--- src/rtl/au_log2_pkg.sv ---
// Shared types and helpers for the fixed-point log2 unit.
package au_log2_pkg;

  typedef enum logic [1:0] {
    IDLE = 2'd0,
    ITER = 2'd1,
    DONE = 2'd2
  } state_e;

  // max(ceil(log2 x), 1): bits needed to index x positions, never zero.
  function automatic int clogb2(input int x);
    int r;
    r = 0;
    for (int i = 0; i < 31; i++)
      if ((1 << i) < x) r = i + 1;
    return (r < 1) ? 1 : r;
  endfunction

endpackage

--- src/rtl/au_log2_frac_int_log2.sv ---
// Combinational integer log2: position of the leading one (0 for a zero input).
module AU_int_log2
  import au_log2_pkg::*;
#(
  parameter int WIDTH = 16,
  parameter int ARCH  = 0,
  localparam int IW   = clogb2(WIDTH)
) (
  input  logic [WIDTH-1:0] a_i,
  output logic [IW-1:0]    e_o
);

  if (ARCH == 0) begin : g_up
    // Scan upward; the highest set bit is the last one written.
    always_comb begin
      e_o = '0;
      for (int i = 0; i < WIDTH; i++)
        if (a_i[i]) e_o = IW'(i);
    end
  end else begin : g_down
    logic found;
    // Scan downward and latch the first set bit seen.
    always_comb begin
      e_o   = '0;
      found = 1'b0;
      for (int i = WIDTH - 1; i >= 0; i--)
        if (!found && a_i[i]) begin
          e_o   = IW'(i);
          found = 1'b1;
        end
    end
  end

endmodule

--- src/rtl/au_log2_frac.sv ---
// Sequential fixed-point log2: integer part from the leading-one position,
// then one fractional bit per cycle by squaring the normalized mantissa.
module au_log2_frac
  import au_log2_pkg::*;
#(
  parameter int WIDTH = 16,
  parameter int FRAC  = 8,
  parameter int ARCH  = 0,
  localparam int IW   = clogb2(WIDTH)
) (
  input  logic               clk,
  input  logic               rst,
  input  logic               start,
  input  logic [WIDTH-1:0]   a,
  output logic               busy,
  output logic               done,
  output logic [IW+FRAC-1:0] z,
  output logic               err
);

  localparam int CW = clogb2(FRAC + 1);

  state_e             state_q, state_d;
  logic [WIDTH-1:0]   m_q, m_d;
  logic [CW-1:0]      cnt_q, cnt_d;
  logic [IW+FRAC-1:0] z_q, z_d;
  logic               err_q, err_d;
  logic               busy_q, done_q;
  logic [IW-1:0]      e;
  logic [2*WIDTH-1:0] p;
  logic               bitv;
  logic               unused_p;

  AU_int_log2 #(.WIDTH(WIDTH), .ARCH(ARCH)) u_int_log2 (
    .a_i (a),
    .e_o (e)
  );

  // Mantissa is 1.f with WIDTH-1 fraction bits, so p is in [1,4).
  assign p        = {{WIDTH{1'b0}}, m_q} * {{WIDTH{1'b0}}, m_q};
  assign bitv     = p[2*WIDTH-1];
  // Bits below the renormalized window are truncated away.
  assign unused_p = ^p[WIDTH-2:0];

  // Next-state: accept in IDLE, refine one bit per ITER cycle, pulse DONE.
  always_comb begin
    state_d = state_q;
    m_d     = m_q;
    cnt_d   = cnt_q;
    z_d     = z_q;
    err_d   = err_q;
    case (state_q)
      IDLE: if (start) begin
        if (a != '0) begin
          m_d     = a << (IW'(WIDTH - 1) - e);
          z_d     = {e, {FRAC{1'b0}}};
          err_d   = 1'b0;
          cnt_d   = '0;
          state_d = ITER;
        end else begin
          z_d     = '0;
          err_d   = 1'b1;
          state_d = DONE;
        end
      end
      ITER: begin
        // Squared value >= 2 means the next fraction bit is 1; halve to renormalize.
        m_d = bitv ? p[2*WIDTH-1:WIDTH] : p[2*WIDTH-2:WIDTH-1];
        for (int i = 0; i < FRAC; i++)
          if (cnt_q == CW'(FRAC - 1 - i)) z_d[i] = bitv;
        cnt_d = cnt_q + 1'b1;
        if (cnt_q == CW'(FRAC - 1)) state_d = DONE;
      end
      DONE:    state_d = IDLE;
      default: state_d = IDLE;
    endcase
  end

  // State and registered handshake outputs.
  always_ff @(posedge clk or posedge rst) begin
    if (rst) begin
      state_q <= IDLE;
      m_q     <= '0;
      cnt_q   <= '0;
      z_q     <= '0;
      err_q   <= 1'b0;
      busy_q  <= 1'b0;
      done_q  <= 1'b0;
    end else begin
      state_q <= state_d;
      m_q     <= m_d;
      cnt_q   <= cnt_d;
      z_q     <= z_d;
      err_q   <= err_d;
      busy_q  <= (state_d == ITER);
      done_q  <= (state_d == DONE);
    end
  end

  assign busy = busy_q;
  assign done = done_q;
  assign z    = z_q;
  assign err  = err_q;

endmodule
--- config.mk ---
export PLATFORM = sky130hd
export DESIGN_NAME = au_log2_frac
export DESIGN_NICKNAME = d
export VERILOG_FILES = /design/src/rtl/au_log2_pkg.sv /design/src/rtl/au_log2_frac_int_log2.sv /design/src/rtl/au_log2_frac.sv
export SDC_FILE = /design/constraint.sdc
export NUM_CORES = 1
export LEC_CHECK = 0
export CORE_MARGIN = 2
export CORE_UTILIZATION = 30
export CTS_CLUSTER_DIAMETER = 60
export DETAILED_ROUTE_END_ITERATION = 8
export PLACE_DENSITY = 0.45
export SLEW_MARGIN = 30
export SYNTH_ARGS = -nofsm -noshare
export SYNTH_HDL_FRONTEND = slang
export SYNTH_SLANG_ARGS = --single-unit
--- constraint.sdc ---
create_clock -name clk -period 8.6 [get_ports clk]
set_clock_uncertainty 0.1 [all_clocks]
set_input_delay 0.86 -clock clk [delete_from_list [all_inputs] [get_ports clk]]
set_output_delay 0.86 -clock clk [all_outputs]
set_load 0.05 [all_outputs]
==> results of run 1 <==
-- worst reg2reg max path, stage by stage, from the launching register on --
cell and delay [ps]:
dfrtp_1 740, inv_1 360, nor2_1 300, ha_1 300
xor2_1 190, fa_1 540, inv_1 50, fa_1 480
fa_1 510, fa_1 490, inv_1 50, fa_1 480
inv_1 40, ha_1 360, a21oi_1 170, o21ai_0 130
a21oi_1 230, a21boi_0 460, a211oi_1 200, a211oi_4 530
buf_4 320, nor2_1 70, a221o_1 370, a31o_1 180
-- state kept, by name, summed over array words and instances, names as in the netlist --
name,cells
m_q,16
z,12
cnt_q,4
state_q,2
busy,1
err,1
done,1
-- layer usage --
layer | track usage (%) | vias up | wire length, um
li1 | - | 3512 | -
met1 | 22.0 | 3593 | 11700
met2 | 27.1 | 85 | 11800
met3 | 1.23 | 18 | 571
met4 | 1.94 | 0 | 200
met5 | 0 | - | 0
-- logic make-up after synthesis --
group	share of synthesized area, %
AO/OA/AOI/OAI	11.1
XOR/XNOR	2.47
adder cells (fa/ha/maj)	47.5
buffers and inverters	12.1
flip-flops	9.66
multiplexers	3.43
AND/OR/NAND/NOR	13.8
-- through the flow --
step                instances  setup slack (ps)  hold WS [ps]  cell area (um^2)  util, %
finish                   1518               850           382             10500     33.4
detailed placement       1511               856           363             10300     32.8
global route             1518               331           420             10500     33.4
global placement         1511              1050           360             10300     32.8
floorplan                1105              2160           374              9580        -
CTS                      1518               814           377             10500     33.4
-- Yosys cell counts (all sizes together) (5+ instances only) --
master    n  area, um^2
inv     259         972
fa      161        3220
nand2   112         423
ha      106        1330
nor2     60         228
a21oi    43         215
o21ai    40         200
dfrtp    37         926
and2     35         219
clkbuf   31         118
mux2i    25         250
nand3    21         105
xnor2    19         166
buf      12        67.6
a21o     11        82.6
nand4     9        56.3
nor3      9        50.1
nand2b    8        50.1
xor2      8        70.1
a31oi     7        43.8
or2       7        43.8
a211oi    5        55.1
nor2b     5        31.3
nor4      5        31.3
-- cell type report --
cell class              count  area [um^2]
fillers                  3331        21000
multi-input cells         766         7500
inverters                 259          972
flip-flops and latches     37          926
well taps                 402          503
repair buffers             47          435
clock buffers               5          125
clock inverters             2         35.0
-- cell usage in the layout, fill, tap and decap left out, drive strengths merged, types with 5 or more instances in the layout --
cell type      Yosys  routed
buf               12      14
clkdlybuf4s50      0      33
o21ai             40      40
a31oi              7       7
dfrtp             37      37
clkbuf            31       5
and2              35      35
a21o              11      11
fa               161     161
inv              259     259
nand2b             8       8
or2                7       7
nand4              9       9
mux2i             25      25
nor2b              5       5
nor3               9       9
xor2               8       8
a211oi             5       5
nand3             21      21
nand2            112     112
xnor2             19      19
ha               106     106
a21oi             43      43
nor2              60      60
nor4               5       5
-- final timing paths --
kind	from	to	slack (ps)	cells past startpoint
setup / recovery	m_q[12]$_DFFE_PP0P_	m_q[6]$_DFFE_PP0P_	850	23
hold / removal	z[8]$_DFFE_PP0P_	z[8]$_DFFE_PP0P_	380	2
setup reg to reg	m_q[12]$_DFFE_PP0P_	m_q[6]$_DFFE_PP0P_	850	23
hold reg to reg	z[8]$_DFFE_PP0P_	z[8]$_DFFE_PP0P_	380	2
max in group asynchronous	rst	m_q[8]$_DFFE_PP0P_	7150	3
min in group asynchronous	rst	z[8]$_DFFE_PP0P_	890	3
==> qor.yml, run 1 <==
fp.dieW_um: 183
syn-num-nets: 1391
drv_cap: 0
fmax_ghz: 0.129
avgSynthCellArea_um2: 8.67
dp_hpwl_um: 20200
grt_pass1_wl_um: 41500
status: "finished, final reports clean"
crit_family: "adder cells"
hold_path.class: "reg -> reg"
rsz0062_at_grt: "no"
slowest_delay_ps: 740
dr.pass1.iters: 4
clkTransAtPathRegs_ps: 60
drc: 0
finalMaxSlewViolations: 0
grt_pass1_vias: 7814
clock-sinks: 37
fp.dieArea_um2: 33400
fin_tns_setup_ps: 0
worstPathMaxFanout: 15
synth-edff-count: 0
start_kind: "register"
critPathRequiredTime_ps: 8680
tightest_slew_ps: 799
cp_slowest_cell: "dfrtp_1"
ant_nets: 0
start_util_pct: 30.5
cts_buffers: 5
grt_overflow: 0
max-slew-margin-rel_pct: 46.7
drive_gt1_share_pct: 3.67
clk_latency_ps: 290
nets: 1402
cts_root_buf: "clkbuf_16"
hold_viol: 0
ios: 34
routed_wl_um: 24200
synth_cell_types: 70
core_area_um2: 31500
syn_inst: 1105
worstPathArrival_ps: 7830
netlist_area_um2: 9580
ctsHoldBuffers: 0
cts-resized-gates: 0
async_flop_share_pct: 100
routed_via_density: 4.75
initialDrtViolationCount: 280
setup_viol_count_final: 0
crit_path_end_kind: "register"
fin_crit_ps: 7750
die-height_um: 183
critPathKind: "reg -> reg"
clk_path_buf_depth: 2
syn_to_final_growth_pct: 9.53
io_buffers: 33
vias: 7208
ys_ff_latch: 37
antenna_found_initial: 0
wl_per_cell_um: 16.0
grt_max_degree: 38
routabilityCongestion: 0.815
postCtsSetupRepairBufs: 0
antenna_cells: 0
cp_common_cell: "fa_1"
cp_cell_sequence: "inv_1, nor2_1, ha_1, xor2_1, fa_1, inv_1, fa_1, fa_1, fa_1, inv_1, fa_1, inv_1, ha_1, a21oi_1, o21ai_0, a21oi_1, a21boi_0, a211oi_1, a211oi_4, buf_4, nor2_1, a221o_1, a31o_1"
row_count: 65
grt_usage_pct: 15.7
cts_tree: "yes"
synth_top_flop_cell: "dfrtp_1"
h-tree-depth: 2
yosys_warnings: 0
yosysSeqAreaShare_pct: 9.66
period_share_pct: 90.1
cp_num_buf_inv: 5
Power of run 1 is not shown: default switching activity piles up to over one toggle a cycle in this logic, so the estimate is an artifact.
==> run 2, diff against run 1 <==
==> constraint.sdc (replaced) <==
create_clock -name clk -period 8.65 [get_ports clk]
set_clock_uncertainty 0.1 [all_clocks]
set_input_delay 0.865 -clock clk [delete_from_list [all_inputs] [get_ports clk]]
set_output_delay 0.865 -clock clk [all_outputs]
set_load 0.05 [all_outputs]
==> run 2 against run 1 <==
Non-clock buffer count did not move; final cell count about the same; global-route usage down 0.16 points; hold slack lost 1.5 ps; routed wire length decreased by 0.65%; die area unchanged; setup slack improved by 90 ps; first-iteration DRC count increased by 4.3%; register-to-register slack better by 90 ps; via count fell by 0.79%; largest cell class unchanged; highest routed layer unchanged.
==> qor.yml, run 2 (synthesized netlist as in run 1, its figures left out) <==
status: "finished, final reports clean"  # unchanged
rsz0062_at_grt: "no"  # unchanged
routabilityCongestion: 0.821  # was 0.815
hold_depth: 2  # unchanged
antenna_cells: 0  # unchanged
nets: 1402  # unchanged
vias: 7151  # was 7208
cts_buffers: 5  # unchanged
ctsHoldBuffers: 0  # unchanged
worstPathArrival_ps: 7780  # was 7830 ps
io_buffers: 33  # unchanged
clock-sinks: 37  # unchanged
hold_end: "z[8]$_DFFE_PP0P_"  # unchanged
worstPathMaxFanout: 15  # unchanged
crit_path_end_kind: "register"  # unchanged
start_kind: "register"  # unchanged
syn_to_final_growth_pct: 9.31  # was 9.53%
h-tree-depth: 2  # unchanged
reg2reg_slack_ps: 940  # was 850 ps
cp_common_cell: "fa_1"  # unchanged
cts-resized-gates: 0  # unchanged
clkTransAtPathRegs_ps: 60  # about the same
critPathRequiredTime_ps: 8720  # was 8680 ps
clk_path_buf_depth: 2  # unchanged
fmax_ghz: 0.130  # was 0.129 GHz
max-slew-margin-rel_pct: 47.9  # was 46.7%
drive_gt1_share_pct: 3.67  # about the same
fp.dieArea_um2: 33400  # unchanged
busiest_layer: "met2"  # unchanged
dr.pass1.iters: 7  # was 4
grt_pass1_vias: 7571  # was 7814
drv_cap: 0  # unchanged
initialDrtViolationCount: 292  # was 280
finalMaxSlewViolations: 0  # unchanged
wl_per_cell_um: 15.8  # was 16.0 um
cp_slowest_cell: "dfrtp_1"  # unchanged
min_from: "z[8]$_DFFE_PP0P_"  # unchanged
die-height_um: 183  # unchanged
hold_viol: 0  # unchanged
grt_pass1_wl_um: 40900  # was 41500 um
core_area_um2: 31500  # unchanged
fin_tns_setup_ps: 0  # unchanged
tightest_slew_ps: 781  # was 799 ps
ios: 34  # unchanged
cts_root_buf: "clkbuf_16"  # unchanged
r2r_start: "m_q[12]$_DFFE_PP0P_"  # unchanged
drc: 0  # unchanged
cts_tree: "yes"  # unchanged
row_count: 65  # unchanged
slowest_delay_ps: 720  # was 740 ps
cp_cell_sequence: "inv_1, nor2_1, ha_1, xor2_1, fa_1, inv_1, fa_1, fa_1, fa_1, inv_1, fa_1, inv_1, ha_1, a21oi_1, o21ai_0, a21oi_1, a21boi_0, a211oi_1, a211oi_4, buf_4, nor2_1, a221o_1, a31o_1"  # unchanged
mostFrequentLayoutCells: "259 x inv_1, 161 x fa_1, 111 x nand2_1, 106 x ha_1, 59 x nor2_1"  # unchanged
fin_util_pct: 33.3  # was 33.4%
gr-usage-met3_pct: 1.07  # was 1.23%
dp_hpwl_um: 20000  # was 20200 um
mostFrequentLayoutCell: "inv_1"  # unchanged
grt_max_degree: 38  # unchanged
period_share_pct: 89.1  # was 90.1%
grtUsageMet1_pct: 22.3  # was 22.0%
ant_nets: 0  # unchanged
largest_reg_flops: 16  # unchanged
start_util_pct: 30.5  # unchanged
grt_overflow: 0  # unchanged
setup_viol_count_final: 0  # unchanged
hold_path.class: "reg -> reg"  # unchanged
clk_latency_ps: 280  # was 290 ps
fp.dieW_um: 183  # unchanged
regMostFlops: "m_q"  # unchanged
use_met2_pct: 26.4  # was 27.1%
r2r_cells: 23  # unchanged
r2r-end: "m_q[6]$_DFFE_PP0P_"  # unchanged
postCtsSetupRepairBufs: 0  # unchanged
grt_usage_pct: 15.5  # was 15.7%
critPathKind: "reg -> reg"  # unchanged
routed_wl_um: 24100  # was 24200 um
routed_via_density: 4.71  # was 4.75
antenna_found_initial: 0  # unchanged
fin_crit_ps: 7710  # was 7750 ps
==> run 2: cell count changes in the layout (fill, tap and decap cells not counted), sizes merged <==
cell | previous run | this run
bufinv | 1 | 0
clkinv | 1 | 2
clkbuf | 5 | 6
==> run 2: area by class of cell <==
class	instances	area [um^2]
Inverter	259	972
Multi-Input combinational cell	766	7500
Sequential cell	37	926
Clock buffer	6	129
Tap cell	402	503
Fill cell	3312	21000
Timing Repair Buffer	47	435
Clock inverter	2	10.0
==> run 2: through the flow <==
step	cell area (um^2)	instances	hold slack, ps	worst slack, ps
final	10500	1519	381	940
after global routing	10500	1519	417	390
after CTS	10500	1519	378	899
after detailed placement	10300	1511	364	929
after global placement	10300	1511	361	1080
after floorplan	9580	1105	374	2210
==> run 2: critical path: cells and delay by family (launching register included) <==
kind	cells	cell delay, ps
simple gates	2	340
flops	1	720
buf+inv	5	820
compound gates	8	2260
fa+ha+maj	7	3150
xor+xnor	1	190
==> run 2: worst max-delay path by stage <==
| stage | startpoint | to | slack [ps] | cells past startpoint |
|---|---|---|---|---|
| after detailed placement | m_q[12]$_DFFE_PP0P_ | m_q[6]$_DFFE_PP0P_ | 930 | 23 |
| after CTS | m_q[12]$_DFFE_PP0P_ | m_q[6]$_DFFE_PP0P_ | 900 | 23 |
| after global routing | m_q[12]$_DFFE_PP0P_ | m_q[6]$_DFFE_PP0P_ | 390 | 23 |
| after floorplan | m_q[5]$_DFFE_PP0P_ | m_q[9]$_DFFE_PP0P_ | 2210 | 22 |
| final | m_q[12]$_DFFE_PP0P_ | m_q[6]$_DFFE_PP0P_ | 940 | 23 |
| after global placement | m_q[12]$_DFFE_PP0P_ | m_q[6]$_DFFE_PP0P_ | 1080 | 23 |
==> run 2: per-layer routing <==
metal	wire length (um)	vias to the layer above
li1	-	3524
met1	11600	3540
met2	11700	73
met3	556	14
met4	200	0
met5	0	-
Power of run 2 is left out for the same reason.
